## src/rtl/phase_step_scheduler_if.sv

```systemverilog
// Request/step bus between the control side and phase_step_scheduler.
// Macro PHASE_SCHED_ABORT_EN adds the i_abort request-cancel input.
interface phase_step_scheduler_if #(
  parameter int P_ADD_WIDTH   = 12,
  parameter int P_TOTAL_WIDTH = 20,
  parameter int P_GAP_WIDTH   = 8
) ();
  logic                     i_start;
  logic [P_TOTAL_WIDTH-1:0] i_total;
  logic [P_ADD_WIDTH-1:0]   i_step_max;
  logic [P_GAP_WIDTH-1:0]   i_gap;
`ifdef PHASE_SCHED_ABORT_EN
  logic                     i_abort;
`endif
  logic [P_ADD_WIDTH-1:0]   o_phaseadd;
  logic                     o_phaseadjusten;
  logic                     o_busy;
  logic                     o_done;
  logic                     o_err;

  modport master (
    output i_start, i_total, i_step_max, i_gap,
`ifdef PHASE_SCHED_ABORT_EN
    output i_abort,
`endif
    input  o_phaseadd, o_phaseadjusten, o_busy, o_done, o_err
  );

  modport slave (
    input  i_start, i_total, i_step_max, i_gap,
`ifdef PHASE_SCHED_ABORT_EN
    input  i_abort,
`endif
    output o_phaseadd, o_phaseadjusten, o_busy, o_done, o_err
  );
endinterface

```

## src/rtl/phase_step_scheduler.sv

```systemverilog
// Splits a total phase offset into bounded steps strobed into the DDSM phase adder.
// Optional macro PHASE_SCHED_ABORT_EN enables i_abort (finish current pulse, then stop).
module phase_step_scheduler #(
  parameter int P_ADD_WIDTH   = 12,
  parameter int P_TOTAL_WIDTH = 20,
  parameter int P_GAP_WIDTH   = 8,
  parameter int P_PULSE_LEN   = 2
) (
  input  logic                   i_clk,
  input  logic                   i_rst,
  phase_step_scheduler_if.slave  bus
);
  localparam int PW = $clog2(P_PULSE_LEN + 1);
  localparam int CW = (P_GAP_WIDTH > PW) ? P_GAP_WIDTH : PW;
  localparam logic [CW-1:0] PULSE_CNT = CW'(P_PULSE_LEN - 1);

  typedef enum logic [2:0] {S_IDLE, S_LOAD, S_PULSE, S_GAP, S_DONE} state_t;

  state_t                   state_q;
  logic [P_TOTAL_WIDTH-1:0] rem_q;
  logic [P_ADD_WIDTH-1:0]   step_q;
  logic [P_GAP_WIDTH-1:0]   gap_q;
  logic [CW-1:0]            cnt_q;
  logic [P_ADD_WIDTH-1:0]   phaseadd_q;
  logic                     en_q, busy_q, done_q, err_q, abort_q;

  logic [P_ADD_WIDTH-1:0]   chunk_d;
  logic [P_GAP_WIDTH-1:0]   gap_eff_d;
  logic                     abort_w;

`ifdef PHASE_SCHED_ABORT_EN
  assign abort_w = bus.i_abort;
`else
  assign abort_w = 1'b0;
`endif

  // Final step is the partial remainder; compare on the zero-extended step.
  assign chunk_d   = (rem_q < P_TOTAL_WIDTH'(step_q)) ? rem_q[P_ADD_WIDTH-1:0] : step_q;
  assign gap_eff_d = (bus.i_gap == '0) ? P_GAP_WIDTH'(1) : bus.i_gap;

  always_ff @(posedge i_clk or posedge i_rst) begin
    if (i_rst) begin
      state_q    <= S_IDLE;
      rem_q      <= '0;
      step_q     <= '0;
      gap_q      <= '0;
      cnt_q      <= '0;
      phaseadd_q <= '0;
      en_q       <= 1'b0;
      busy_q     <= 1'b0;
      done_q     <= 1'b0;
      err_q      <= 1'b0;
      abort_q    <= 1'b0;
    end else begin
      done_q <= 1'b0;
      err_q  <= 1'b0;
      case (state_q)
        S_IDLE: begin
          if (bus.i_start) begin
            if (bus.i_step_max == '0) begin
              err_q <= 1'b1;
            end else begin
              rem_q  <= bus.i_total;
              step_q <= bus.i_step_max;
              gap_q  <= gap_eff_d;
              busy_q <= 1'b1;
              if (bus.i_total != '0) begin
                state_q <= S_LOAD;
              end else begin
                state_q <= S_DONE;
                done_q  <= 1'b1;
              end
            end
          end
        end
        S_LOAD: begin
          if (abort_w) begin
            rem_q   <= '0;
            state_q <= S_DONE;
            done_q  <= 1'b1;
          end else begin
            phaseadd_q <= chunk_d;
            rem_q      <= rem_q - P_TOTAL_WIDTH'(chunk_d);
            en_q       <= 1'b1;
            cnt_q      <= PULSE_CNT;
            state_q    <= S_PULSE;
          end
        end
        S_PULSE: begin
          // A pulse always runs full length; an abort seen here is deferred.
          if (abort_w) abort_q <= 1'b1;
          if (cnt_q == '0) begin
            en_q <= 1'b0;
            if (abort_q || abort_w) begin
              rem_q   <= '0;
              state_q <= S_DONE;
              done_q  <= 1'b1;
            end else begin
              cnt_q   <= CW'(gap_q) - CW'(1);
              state_q <= S_GAP;
            end
          end else begin
            cnt_q <= cnt_q - CW'(1);
          end
        end
        S_GAP: begin
          if (abort_w) begin
            rem_q   <= '0;
            state_q <= S_DONE;
            done_q  <= 1'b1;
          end else if (cnt_q == '0) begin
            if (rem_q != '0) begin
              state_q <= S_LOAD;
            end else begin
              state_q <= S_DONE;
              done_q  <= 1'b1;
            end
          end else begin
            cnt_q <= cnt_q - CW'(1);
          end
        end
        S_DONE: begin
          busy_q  <= 1'b0;
          abort_q <= 1'b0;
          state_q <= S_IDLE;
        end
        default: state_q <= S_IDLE;
      endcase
    end
  end

  assign bus.o_phaseadd      = phaseadd_q;
  assign bus.o_phaseadjusten = en_q;
  assign bus.o_busy          = busy_q;
  assign bus.o_done          = done_q;
  assign bus.o_err           = err_q;
endmodule

```

## src/flat_wrapper.sv

```systemverilog
// flat-port wrapper written by rule: the top's interface ports become plain ports
module phase_step_scheduler_flat 
#(
  parameter int P_ADD_WIDTH   = 12,
  parameter int P_TOTAL_WIDTH = 20,
  parameter int P_GAP_WIDTH   = 8,
  parameter int P_PULSE_LEN   = 2
)
  (i_clk, i_rst, bus_i_start, bus_i_total, bus_i_step_max, bus_i_gap, bus_o_phaseadd, bus_o_phaseadjusten, bus_o_busy, bus_o_done, bus_o_err);
  phase_step_scheduler_if #(.P_ADD_WIDTH(P_ADD_WIDTH), .P_TOTAL_WIDTH(P_TOTAL_WIDTH), .P_GAP_WIDTH(P_GAP_WIDTH)) bus_i ();
  input  logic i_clk;
  input  logic i_rst;
  input wire logic [$bits(bus_i.i_start)-1:0] bus_i_start;
  input wire logic [$bits(bus_i.i_total)-1:0] bus_i_total;
  input wire logic [$bits(bus_i.i_step_max)-1:0] bus_i_step_max;
  input wire logic [$bits(bus_i.i_gap)-1:0] bus_i_gap;
  output wire logic [$bits(bus_i.o_phaseadd)-1:0] bus_o_phaseadd;
  output wire logic [$bits(bus_i.o_phaseadjusten)-1:0] bus_o_phaseadjusten;
  output wire logic [$bits(bus_i.o_busy)-1:0] bus_o_busy;
  output wire logic [$bits(bus_i.o_done)-1:0] bus_o_done;
  output wire logic [$bits(bus_i.o_err)-1:0] bus_o_err;
  assign bus_i.i_start = bus_i_start;
  assign bus_i.i_total = bus_i_total;
  assign bus_i.i_step_max = bus_i_step_max;
  assign bus_i.i_gap = bus_i_gap;
  assign bus_o_phaseadd = bus_i.o_phaseadd;
  assign bus_o_phaseadjusten = bus_i.o_phaseadjusten;
  assign bus_o_busy = bus_i.o_busy;
  assign bus_o_done = bus_i.o_done;
  assign bus_o_err = bus_i.o_err;
  phase_step_scheduler #(.P_ADD_WIDTH(P_ADD_WIDTH), .P_TOTAL_WIDTH(P_TOTAL_WIDTH), .P_GAP_WIDTH(P_GAP_WIDTH), .P_PULSE_LEN(P_PULSE_LEN)) u_core (.i_clk(i_clk), .i_rst(i_rst), .bus(bus_i));
endmodule
```

## config.mk

```make
export PLATFORM = sky130hd
export DESIGN_NAME = phase_step_scheduler_flat
export DESIGN_NICKNAME = d
export VERILOG_FILES = /design/src/rtl/phase_step_scheduler_if.sv /design/src/rtl/phase_step_scheduler.sv /design/src/flat_wrapper.sv
export SDC_FILE = /design/constraint.sdc
export NUM_CORES = 1
export LEC_CHECK = 0
export BUFFER_PORTS_ARGS = -buffer_cell sky130_fd_sc_hd__buf_2
export CORE_ASPECT_RATIO = 1.4
export CORE_MARGIN = 4
export CORE_UTILIZATION = 52
export CTS_CLUSTER_DIAMETER = 50
export DETAILED_ROUTE_END_ITERATION = 16
export PLACE_DENSITY = 0.76
export SYNTH_ARGS = -nofsm -noshare
export SYNTH_HDL_FRONTEND = slang
export SYNTH_SLANG_ARGS = --single-unit
```

## constraint.sdc

```tcl
create_clock -name i_clk -period 4.36 [get_ports i_clk]
set_clock_uncertainty 0.1 [all_clocks]
set_input_delay 0.872 -clock i_clk [delete_from_list [all_inputs] [get_ports i_clk]]
set_output_delay 0.872 -clock i_clk [all_outputs]
set_load 0.01 [all_outputs]
```

# Word-level counts from Yosys, hierarchy flattened
# Cells that the tools add are included.
[word_totals]
regBits = 67
input_bits = 43
output_inout_bits = 16
elab_cells = 70
[op_classes]
addsub = 3
magnitude_cmp = 1
eq_ne = 9
mux = 29
n_bitwise = 2
reduce_logical = 16
[op_table]
columns = ["operator", "n"]
rows = [
  ["$mux W20", 2],
  ["$pmux W20 S2", 1],
  ["$reduce_bool A20 Y1", 2],
  ["$mux W8", 3],
  ["$pmux W8 S3", 1],
  ["$lt A20 B12 Y1", 1],
  ["$sub A20 B12 Y20", 1],
  ["$mux W3", 6],
  ["$logic_not A8 Y1", 2],
  ["$sub A8 B1 Y8 const B", 2],
  ["$logic_not A12 Y1", 1],
  ["$mux W12", 1],
  ["$pmux W3 S4", 1],
  ["$mux W1", 11],
  ["$eq A3 B2 Y1 const B", 2],
  ["$ne A2 B2 Y1 const B", 3],
  ["$pmux W1 S2", 3],
  ["$reduce_and A3 Y1", 2],
  ["$reduce_bool A3 Y1", 2],
  ["$reduce_and A5 Y1", 1],
  ["$ne A2 B1 Y1 const B", 2],
  ["$reduce_and A2 Y1", 2],
  ["$reduce_and A4 Y1", 1],
  ["$reduce_bool A2 Y1", 2],
  ["4 further kinds", 5],
]

# Longest topological paths before layout
# Gate-level depths: netlist (run 1).
[logic_depth]
word_depth = 5
ltp_mapped = 23
mapped_depth_nobuf = 21

# Worst setup path before layout (run 1)
# No wires, ideal clock.
[synth_path]
path_type = "register to register"
from = "reg u_core.step_q[5]"
to = "reg u_core.rem_q[16]"
setup_ps = 65
arrival_ps = 4633
required_time_ps = 4195
path_slack_ps = -439
stages_incl_launch_ff = 23
n_path_buf = 2
synth_period_minus_slack_ps = 4799
cell_sequence = "dfrtp_1 > inv_1 > ha_1 > a21o_1 > nand3_1 > a21oi_1 > or4_1 > buf_2 > clkbuf_1 > o21ai_0 > ha_1 > inv_1 > fa_1 > a211oi_1 > nor2_1 > nor2_1 > maj3_1 > a41oi_2 > a311oi_1 > o31a_1 > a21oi_1 > o21bai_1 > o211a_1"
[synth_between]
elab_chain_len = 4
[synth_lines]
columns = ["element", "line", "rtl"]
rows = [
  ["start, declared", "phase_step_scheduler.sv:21", "logic [P_ADD_WIDTH-1:0] step_q;"],
  ["start signal, assigned", "phase_step_scheduler.sv:64", "step_q <= bus.i_step_max;"],
  ["$lt A20 B12 Y1", "phase_step_scheduler.sv:38", "assign chunk_d = (rem_q < P_TOTAL_WIDTH'(step_q)) ? rem_q[P_ADD_WIDTH-1:0] : step_q;"],
  ["$mux W12", "phase_step_scheduler.sv:38", ""],
  ["named net u_core.chunk_d[0]", "phase_step_scheduler.sv:27", "logic [P_ADD_WIDTH-1:0] chunk_d;"],
  ["$sub A20 B12 Y20", "phase_step_scheduler.sv:83", "rem_q <= rem_q - P_TOTAL_WIDTH'(chunk_d);"],
  ["$pmux W20 S2", "phase_step_scheduler.sv:57", "case (state_q)"],
  ["end signal, assigned", "phase_step_scheduler.sv:63", "rem_q <= bus.i_total;"],
  ["end signal, assigned", "phase_step_scheduler.sv:83", ""],
  ["end, declared", "phase_step_scheduler.sv:20", "logic [P_TOTAL_WIDTH-1:0] rem_q;"],
]
# The timed path passes the listed nets, and every way through them passes these cells.
# A chain may end at the register's enable or synchronous reset.

# Final worst setup path (run 1)
[layout_path]
from = "reg u_core.rem_q[13]"
to = "reg u_core.rem_q[12]"
[layout_between]
elab_chain_len = 4
[layout_lines]
columns = ["element", "line"]
rows = [
  ["$lt A20 B12 Y1", "phase_step_scheduler.sv:38"],
  ["$mux W12", "phase_step_scheduler.sv:38"],
  ["named net u_core.chunk_d[0]", "phase_step_scheduler.sv:27"],
  ["$sub A20 B12 Y20", "phase_step_scheduler.sv:83"],
  ["$pmux W20 S2", "phase_step_scheduler.sv:57"],
]
# The timed path passes the listed nets, and every way through them passes these cells.

==> impl_metrics.csv, run 1 <==
group,metric,value,unit
logic_synthesis,synthMuxAreaShare,0.940,%
sta,rsz0062_at_grt,"true",
logic_synthesis,synth_warnings,0,
clock_tree,htree_levels,3,
power,p_clk_share,9.9,%
sta,maxSlewHeadroom,16.7,%
finish,final_cell_area,5540,um^2
routing,wl_per_cell,19.1,um
clock_tree,cts-root-buf,"clkbuf_8",
power,peakVddDrop,512,uV
sta,hold_ws,0.382,ns
logic_synthesis,synth_area,4260,um^2
setup_path,cp_max_fo,6,
clock_tree,cts_made_buffers,9,
die,start_util,54.0,%
logic_synthesis,postSynthAreaPerCell,8.03,um^2
finish,layout-drive-gt1-share,28.6,%
setup_path,worstSetupPathType,"register to register",
power,comb_power_share,64.8,%
logic_synthesis,syn_inst,531,
power,cellPowerDensity,821,nW/um^2
setup_path,cp_data_arrival_time,4.85,ns
sta,setup_ws,-0.344,ns
logic_synthesis,postSynth.asyncResetShare,100,%
logic_synthesis,synth-simple-area-share,23.2,%
setup_path,start_kind,"register",
finish,fill_cells,627,
global_route,grt_pass1_wl,22.6,mm
logic_synthesis,synth_compound_area_share,21.6,%
placed_design,gp_congestion,0.951,
routing,avgViaCountPerCell,6.20,
clock_tree,postCtsHoldBufs,0,
finish,antennaDiodeCount,0,
sta,finalSetupViolCount,10,
logic_synthesis,synthAdderAreaFrac,7.75,%
power,switchingPower,2130,uW
die,die_w,84.5,um
routing,route.vias.total,4789,
placed_design,dp_slack,-0.280,ns
finish,most-common-layout-cells,"nand2_1, buf_4, dfrtp_1",
routing,drcViolationCount,0,
setup_path,r2r-end,"u_core.rem_q[12]$_DFFE_PP0P_",
worst_hold_path,worstHoldPathType,"register to register",
global_route,gr-total-overflow,0,
global_route,grt_usage,29.8,%
setup_path,endpoint_kind,"register",
clock_tree,worstSkewPairLatency,0.36,ns
clock_tree,clockBufferDepth,2,
power,switching_share,46.8,%
die,die_y,115,um
logic_synthesis,synthXorXnorAreaFrac,2.47,%
finish,nets,735,
power,pwr-share-seq,25.4,%
sta,drv_slew,0,
sta,fmax,213,MHz
die,dieArea,9730,um^2
flow_run,cap_violations,0,
sta,post-route-period-util,108,%
worst_hold_path,holdPathStages,2,
sta,hold_violations,0,
logic_synthesis,synthesis.nets,599,
setup_path,r2r_start,"u_core.rem_q[13]$_DFFE_PP0P_",
outcome,violations,"setup timing",
clock_tree,cts.sinks,67,
setup_path,r2r_slack,-0.34,ns
routing,first_iter_violations,333,
placed_design,hpwlAfterDp,9.94,mm
routing,first_pass_iters,6,
power,leakage,0.00265,uW
die,ios,59,
power,internal_power,2420,uW
global_route,grt_pass1_vias,4763,
placed_design,port_buffers,58,
setup_path,required,4.50,ns
global_route,grt_max_degree,40,
global_route,antenna_found_initial,0,
outcome,status,"finished, violations left",
finish,syn_to_final_growth,30.1,%
logic_synthesis,synth.distinct_cells,54,
logic_synthesis,seq_area_frac_synth,39.3,%
logic_synthesis,synthFlopType,"dfrtp_1",
setup_path,reg2reg_depth,19,
sta,fin_setup_tns,-2.02,ns
worst_hold_path,hold_end,"u_core.bus.o_phaseadjusten$_DFFE_PP0P_",
die,rows,38,
finish,final_util,70.2,%
logic_synthesis,synth_edf_count,0,
sta,tightest_slew,1.25,ns
routing,routed_wl,14.7,mm
routing,ant_nets,0,
sta,fin_crit,4.70,ns
logic_synthesis,synth-seq-cells,67,
worst_hold_path,min_from,"u_core.bus.o_phaseadjusten$_DFFE_PP0P_",
finish,final_common_cell,"nand2_1",
clock_tree,cts_tree,"done",
die,core,7890,um^2
clock_tree,clkTransAtPathRegs,0.07,ns
placed_design,dpl-instance-area,5010,um^2
logic_synthesis,synth_top_family_by_area,"simple AND/OR/NAND/NOR gates",
through the flow:
| step | power (uW) | std cells |
|---|---|---|
| after detailed placement | 3670 | 716 |
| final | 4550 | 772 |
| after floorplan | 2750 | 531 |
| after global placement | 3600 | 716 |
| after global routing | 4880 | 772 |
| after CTS | 4220 | 760 |
timing repair:
item,4_1_cts,5_1_grt
pin swaps,6,12
setup buffers,28,12
resized for setup,7,12
setup endpoints to repair,10,13
hold endpoints to repair,0,0
cells by family after synthesis:
family	Yosys count
flip-flops	67
buffers and inverters	53
adder cells (fa/ha/maj)	26
XOR/XNOR	12
AO/OA/AOI/OAI	152
AND/OR/NAND/NOR	217
multiplexers	4
synth_stat cells (all sizes together), types with 3 or more instances:
library cell,instances,area (um^2)
or4,3,26.3
and2,3,18.8
nand3,9,45.0
or3,3,18.8
a21oi,39,195
o21ai,59,295
ha,24,300
mux2i,4,40.0
inv,30,113
and3,3,18.8
nand4,5,31.3
a211oi,6,45.0
a221oi,4,35.0
nor2,56,210
nand2b,6,37.5
xor2,8,70.1
xnor2,4,35.0
nor4,15,93.8
dfrtp,67,1680
a31oi,6,37.5
nor3,16,91.3
clkbuf,22,82.6
a311oi,3,26.3
o22ai,6,37.5
o31a,3,26.3
a21o,5,37.5
nand2,92,345
power groups by stage:
stage          clock (uW)  combinational [uW]  sequential [uW]
3_5_place_dp            0                2530             1150
4_1_cts               453                2630             1140
5_1_grt               483                3220             1180
3_3_place_gp            0                2470             1130
6_report              449                2950             1150
2_1_floorplan           0                1620             1120
layer usage:
| metal | global-route usage, % | vias to the layer above | share of wire [%] |
|---|---|---|---|
| li1 | - | 2164 | - |
| met1 | 33.5 | 2277 | 37 |
| met2 | 51.1 | 252 | 49 |
| met3 | 5.59 | 96 | 6.3 |
| met4 | 20.0 | 0 | 7.9 |
| met5 | 0 | - | 0 |
final cells by class:
cell class / instances / area [um^2] / share of cell area [%]
Clock inverter: 5 / 30.0 / 0.542
Sequential cell: 67 / 1680 / 30.2
Timing Repair Buffer: 148 / 970 / 17.5
Tap cell: 100 / 125 / 2.26
Clock buffer: 11 / 131 / 2.37
Multi-Input combinational cell: 411 / 2500 / 45.0
Inverter: 30 / 115 / 2.08
registers in the layout, summed over array words and instances (netlist names):
signal,cells
u_core.state_q,3
u_core.bus.o_phaseadd,12
u_core.bus.o_phaseadjusten,1
u_core.gap_q,8
u_core.bus.o_busy,1
u_core.cnt_q,8
u_core.bus.o_err,1
u_core.step_q,12
u_core.bus.o_done,1
u_core.rem_q,20
worst max path at each step:
stage / to / depth (start not counted) / from
final: u_core.rem_q[12]$_DFFE_PP0P_ / 19 / u_core.rem_q[13]$_DFFE_PP0P_
after detailed placement: u_core.rem_q[15]$_DFFE_PP0P_ / 18 / u_core.rem_q[13]$_DFFE_PP0P_
after global routing: u_core.rem_q[12]$_DFFE_PP0P_ / 19 / u_core.rem_q[13]$_DFFE_PP0P_
after CTS: u_core.rem_q[16]$_DFFE_PP0P_ / 19 / u_core.rem_q[13]$_DFFE_PP0P_
after global placement: u_core.rem_q[16]$_DFFE_PP0P_ / 18 / u_core.rem_q[13]$_DFFE_PP0P_
after floorplan: u_core.rem_q[16]$_DFFE_PP0P_ / 20 / u_core.rem_q[13]$_DFFE_PP0P_
worst max-delay path, stage by stage (launching register included):
cell and delay (ns):
dfrtp_1 0.41, or4_4 0.58, nor3_4 0.21, nand2b_1 0.15, or4_4 0.49, buf_6 0.15
nand2_1 0.10, o21ai_4 0.08, ha_2 0.20, inv_2 0.06, fa_2 0.20, a211oi_2 0.07
nor2_2 0.17, nor2_2 0.08, maj3_2 0.32, a41oi_2 0.23, a311oi_2 0.15, o31a_1 0.33
and3_1 0.21, nor4_1 0.29
Note: power is estimated with default switching activity, not from simulation.
==> run 2: changes to the inputs <==
--- a/config.mk
+++ b/config.mk
@@ -5,13 +5,14 @@
 export SDC_FILE = /design/constraint.sdc
 export NUM_CORES = 1
 export LEC_CHECK = 0
-export BUFFER_PORTS_ARGS = -buffer_cell sky130_fd_sc_hd__buf_2
+export ABC_CLOCK_PERIOD_IN_PS = 5450
 export CORE_ASPECT_RATIO = 1.4
 export CORE_MARGIN = 4
-export CORE_UTILIZATION = 52
+export CORE_UTILIZATION = 55
 export CTS_CLUSTER_DIAMETER = 50
 export DETAILED_ROUTE_END_ITERATION = 16
-export PLACE_DENSITY = 0.76
+export DONT_BUFFER_PORTS = 1
+export PLACE_DENSITY = 0.7
 export SYNTH_ARGS = -nofsm -noshare
 export SYNTH_HDL_FRONTEND = slang
 export SYNTH_SLANG_ARGS = --single-unit
==> constraint.sdc (replaced) <==
create_clock -name i_clk -period 5.45 [get_ports i_clk]
set_clock_uncertainty 0.1 [all_clocks]
set_input_delay 1.09 -clock i_clk [delete_from_list [all_inputs] [get_ports i_clk]]
set_output_delay 1.09 -clock i_clk [all_outputs]
set_load 0.01 [all_outputs]
==> impl_metrics.csv, run 2 (synthesized netlist as in run 1, its figures left out) <==
group,metric,value,unit
finish,most-common-layout-cells,"nand2_1, dfrtp_1, nor2_1, o21ai_0, a21oi_1",
die,ios,59,
clock_tree,worstSkewPairLatency,0.35,ns
clock_tree,cts.sinks,67,
setup_path,cp_data_arrival_time,5.30,ns
global_route,grt_pass1_vias,3852,
finish,fill_cells,673,
sta,finalSetupViolCount,0,
clock_tree,htree_levels,3,
routing,drcViolationCount,0,
die,core,7450,um^2
sta,rsz0062_at_grt,"false",
routing,route.vias.total,3948,
clock_tree,cts_made_buffers,9,
global_route,grt_pass1_wl,19.0,mm
worst_hold_path,worstHoldPathType,"register to register",
placed_design,dpl-instance-area,4360,um^2
setup_path,cp_max_fo,15,
finish,final_common_cell,"nand2_1",
power,cellPowerDensity,668,nW/um^2
sta,hold_violations,0,
routing,wl_per_cell,18.5,um
die,rows,37,
global_route,grt_usage,26.9,%
sta,tightest_slew,1.05,ns
setup_path,start_kind,"register",
sta,drv_slew,0,
finish,largest_register_ffs,20,
die,start_util,57.2,%
flow_run,cap_violations,0,
setup_path,required,5.59,ns
finish,final_cell_area,4590,um^2
die,die_w,82.4,um
clock_tree,cts_tree,"done",
placed_design,dp_slack,0.389,ns
routing,ant_nets,0,
outcome,status,"finished, final reports clean",
routing,avgViaCountPerCell,6.28,
setup_path,worstSetupPathType,"register to register",
sta,setup_ws,0.296,ns
sta,post-route-period-util,94.6,%
sta,fmax,194,MHz
global_route,grt_max_degree,68,
clock_tree,postCtsHoldBufs,0,
global_route,antenna_found_initial,0,
power,total_power,3060,uW
placed_design,gp_congestion,1.02,
finish,nets,595,
finish,syn_to_final_growth,7.69,%
finish,antennaDiodeCount,0,
clock_tree,cts-root-buf,"clkbuf_8",
clock_tree,clkTransAtPathRegs,0.08,ns
power,leakage,0.00202,uW
global_route,gr-total-overflow,0,
placed_design,port_buffers,0,
power,peakVddDrop,308,uV
clock_tree,clockBufferDepth,2,
routing,first_pass_iters,5,
die,dieArea,9240,um^2
sta,fin_crit,5.15,ns
sta,maxSlewHeadroom,30.0,%
finish,top_register,"u_core.rem_q",
routing,routed_wl,11.6,mm
die,die_y,112,um
finish,layout-drive-gt1-share,6.02,%
sta,fin_setup_tns,0,ns
placed_design,hpwlAfterDp,8.62,mm
setup_path,endpoint_kind,"register",
routing,first_iter_violations,259,
==> run 2: cell types whose count changed in the layout (fill, tap and decap cells not counted), moves of 3 or more <==
cell,change
buf_4,-81
nor2_2,-3
inv_1,+3
buf_2,-58
nor2_1,+4
==> run 2: repair_timing <==
action,in CTS,in global routing
gates resized for setup,0,2
setup endpoints to repair,0,3
setup buffers,0,0
==> run 2: worst paths after layout <==
path                                              start                            to  slack, ns  cells after the start
max                        u_core.rem_q[13]$_DFFE_PP0P_  u_core.rem_q[12]$_DFFE_PP0P_       0.30                     18
max reg2reg                u_core.rem_q[13]$_DFFE_PP0P_  u_core.rem_q[12]$_DFFE_PP0P_       0.30                     18
min                         u_core.cnt_q[7]$_DFFE_PP0P_   u_core.cnt_q[7]$_DFFE_PP0P_       0.39                      2
max in group asynchronous                         i_rst   u_core.rem_q[8]$_DFFE_PP0P_       3.94                      2
min reg2reg                 u_core.cnt_q[7]$_DFFE_PP0P_   u_core.cnt_q[7]$_DFFE_PP0P_       0.39                      2
min in group asynchronous                         i_rst  u_core.step_q[8]$_DFFE_PP0P_       0.77                      2
==> run 2: critical path: stages (launching register included) <==
cell	delay, ns
dfrtp_1	0.45
or4_4	0.58
nor3_4	0.16
nand2b_1	0.13
or4_1	0.50
inv_1	0.21
buf_4	0.25
nor2_1	0.07
a21oi_2	0.18
ha_1	0.25
o21ai_0	0.12
nor2_1	0.22
nor2_1	0.11
maj3_1	0.40
a41oi_2	0.25
a311oi_2	0.16
o31a_1	0.40
and3_1	0.21
nor4_1	0.31
==> run 2: metrics by stage <==
step,std cells,util [%],hold slack [ns]
floorplan,531,-,0.350
global placement,613,58.5,0.368
detailed placement,613,58.5,0.375
CTS,629,61.4,0.392
global route,629,61.6,0.425
finish,629,61.6,0.390
==> run 2: power breakdown <==
part	switching, uW	internal (uW)	leakage (uW)
registers	281	720	0.000804
logic	958	644	0.00111
clock network	205	256	0.000101
==> run 2: layer usage <==
| layer | track usage, % | routed length, um | vias up | share of wire [%] |
|---|---|---|---|---|
| met5 | 0 | 0 | - | 0 |
| met4 | 11.6 | 429 | 0 | 3.7 |
| met3 | 4.98 | 604 | 39 | 5.2 |
| met2 | 44.8 | 6060 | 129 | 52 |
| met1 | 33.1 | 4560 | 1892 | 39 |
| li1 | - | - | 1888 | - |
==> run 2: cell type report <==
| cell class | instances | area (um^2) | share of cell area, % |
|---|---|---|---|
| inverter | 30 | 113 | 2.45 |
| clock inverter | 7 | 92.6 | 2.02 |
| clock buffer | 9 | 124 | 2.70 |
| sequential | 67 | 1680 | 36.5 |
| timing repair buffer | 8 | 60.1 | 1.31 |
| multi-input combinational | 411 | 2400 | 52.3 |
| tap | 97 | 121 | 2.64 |
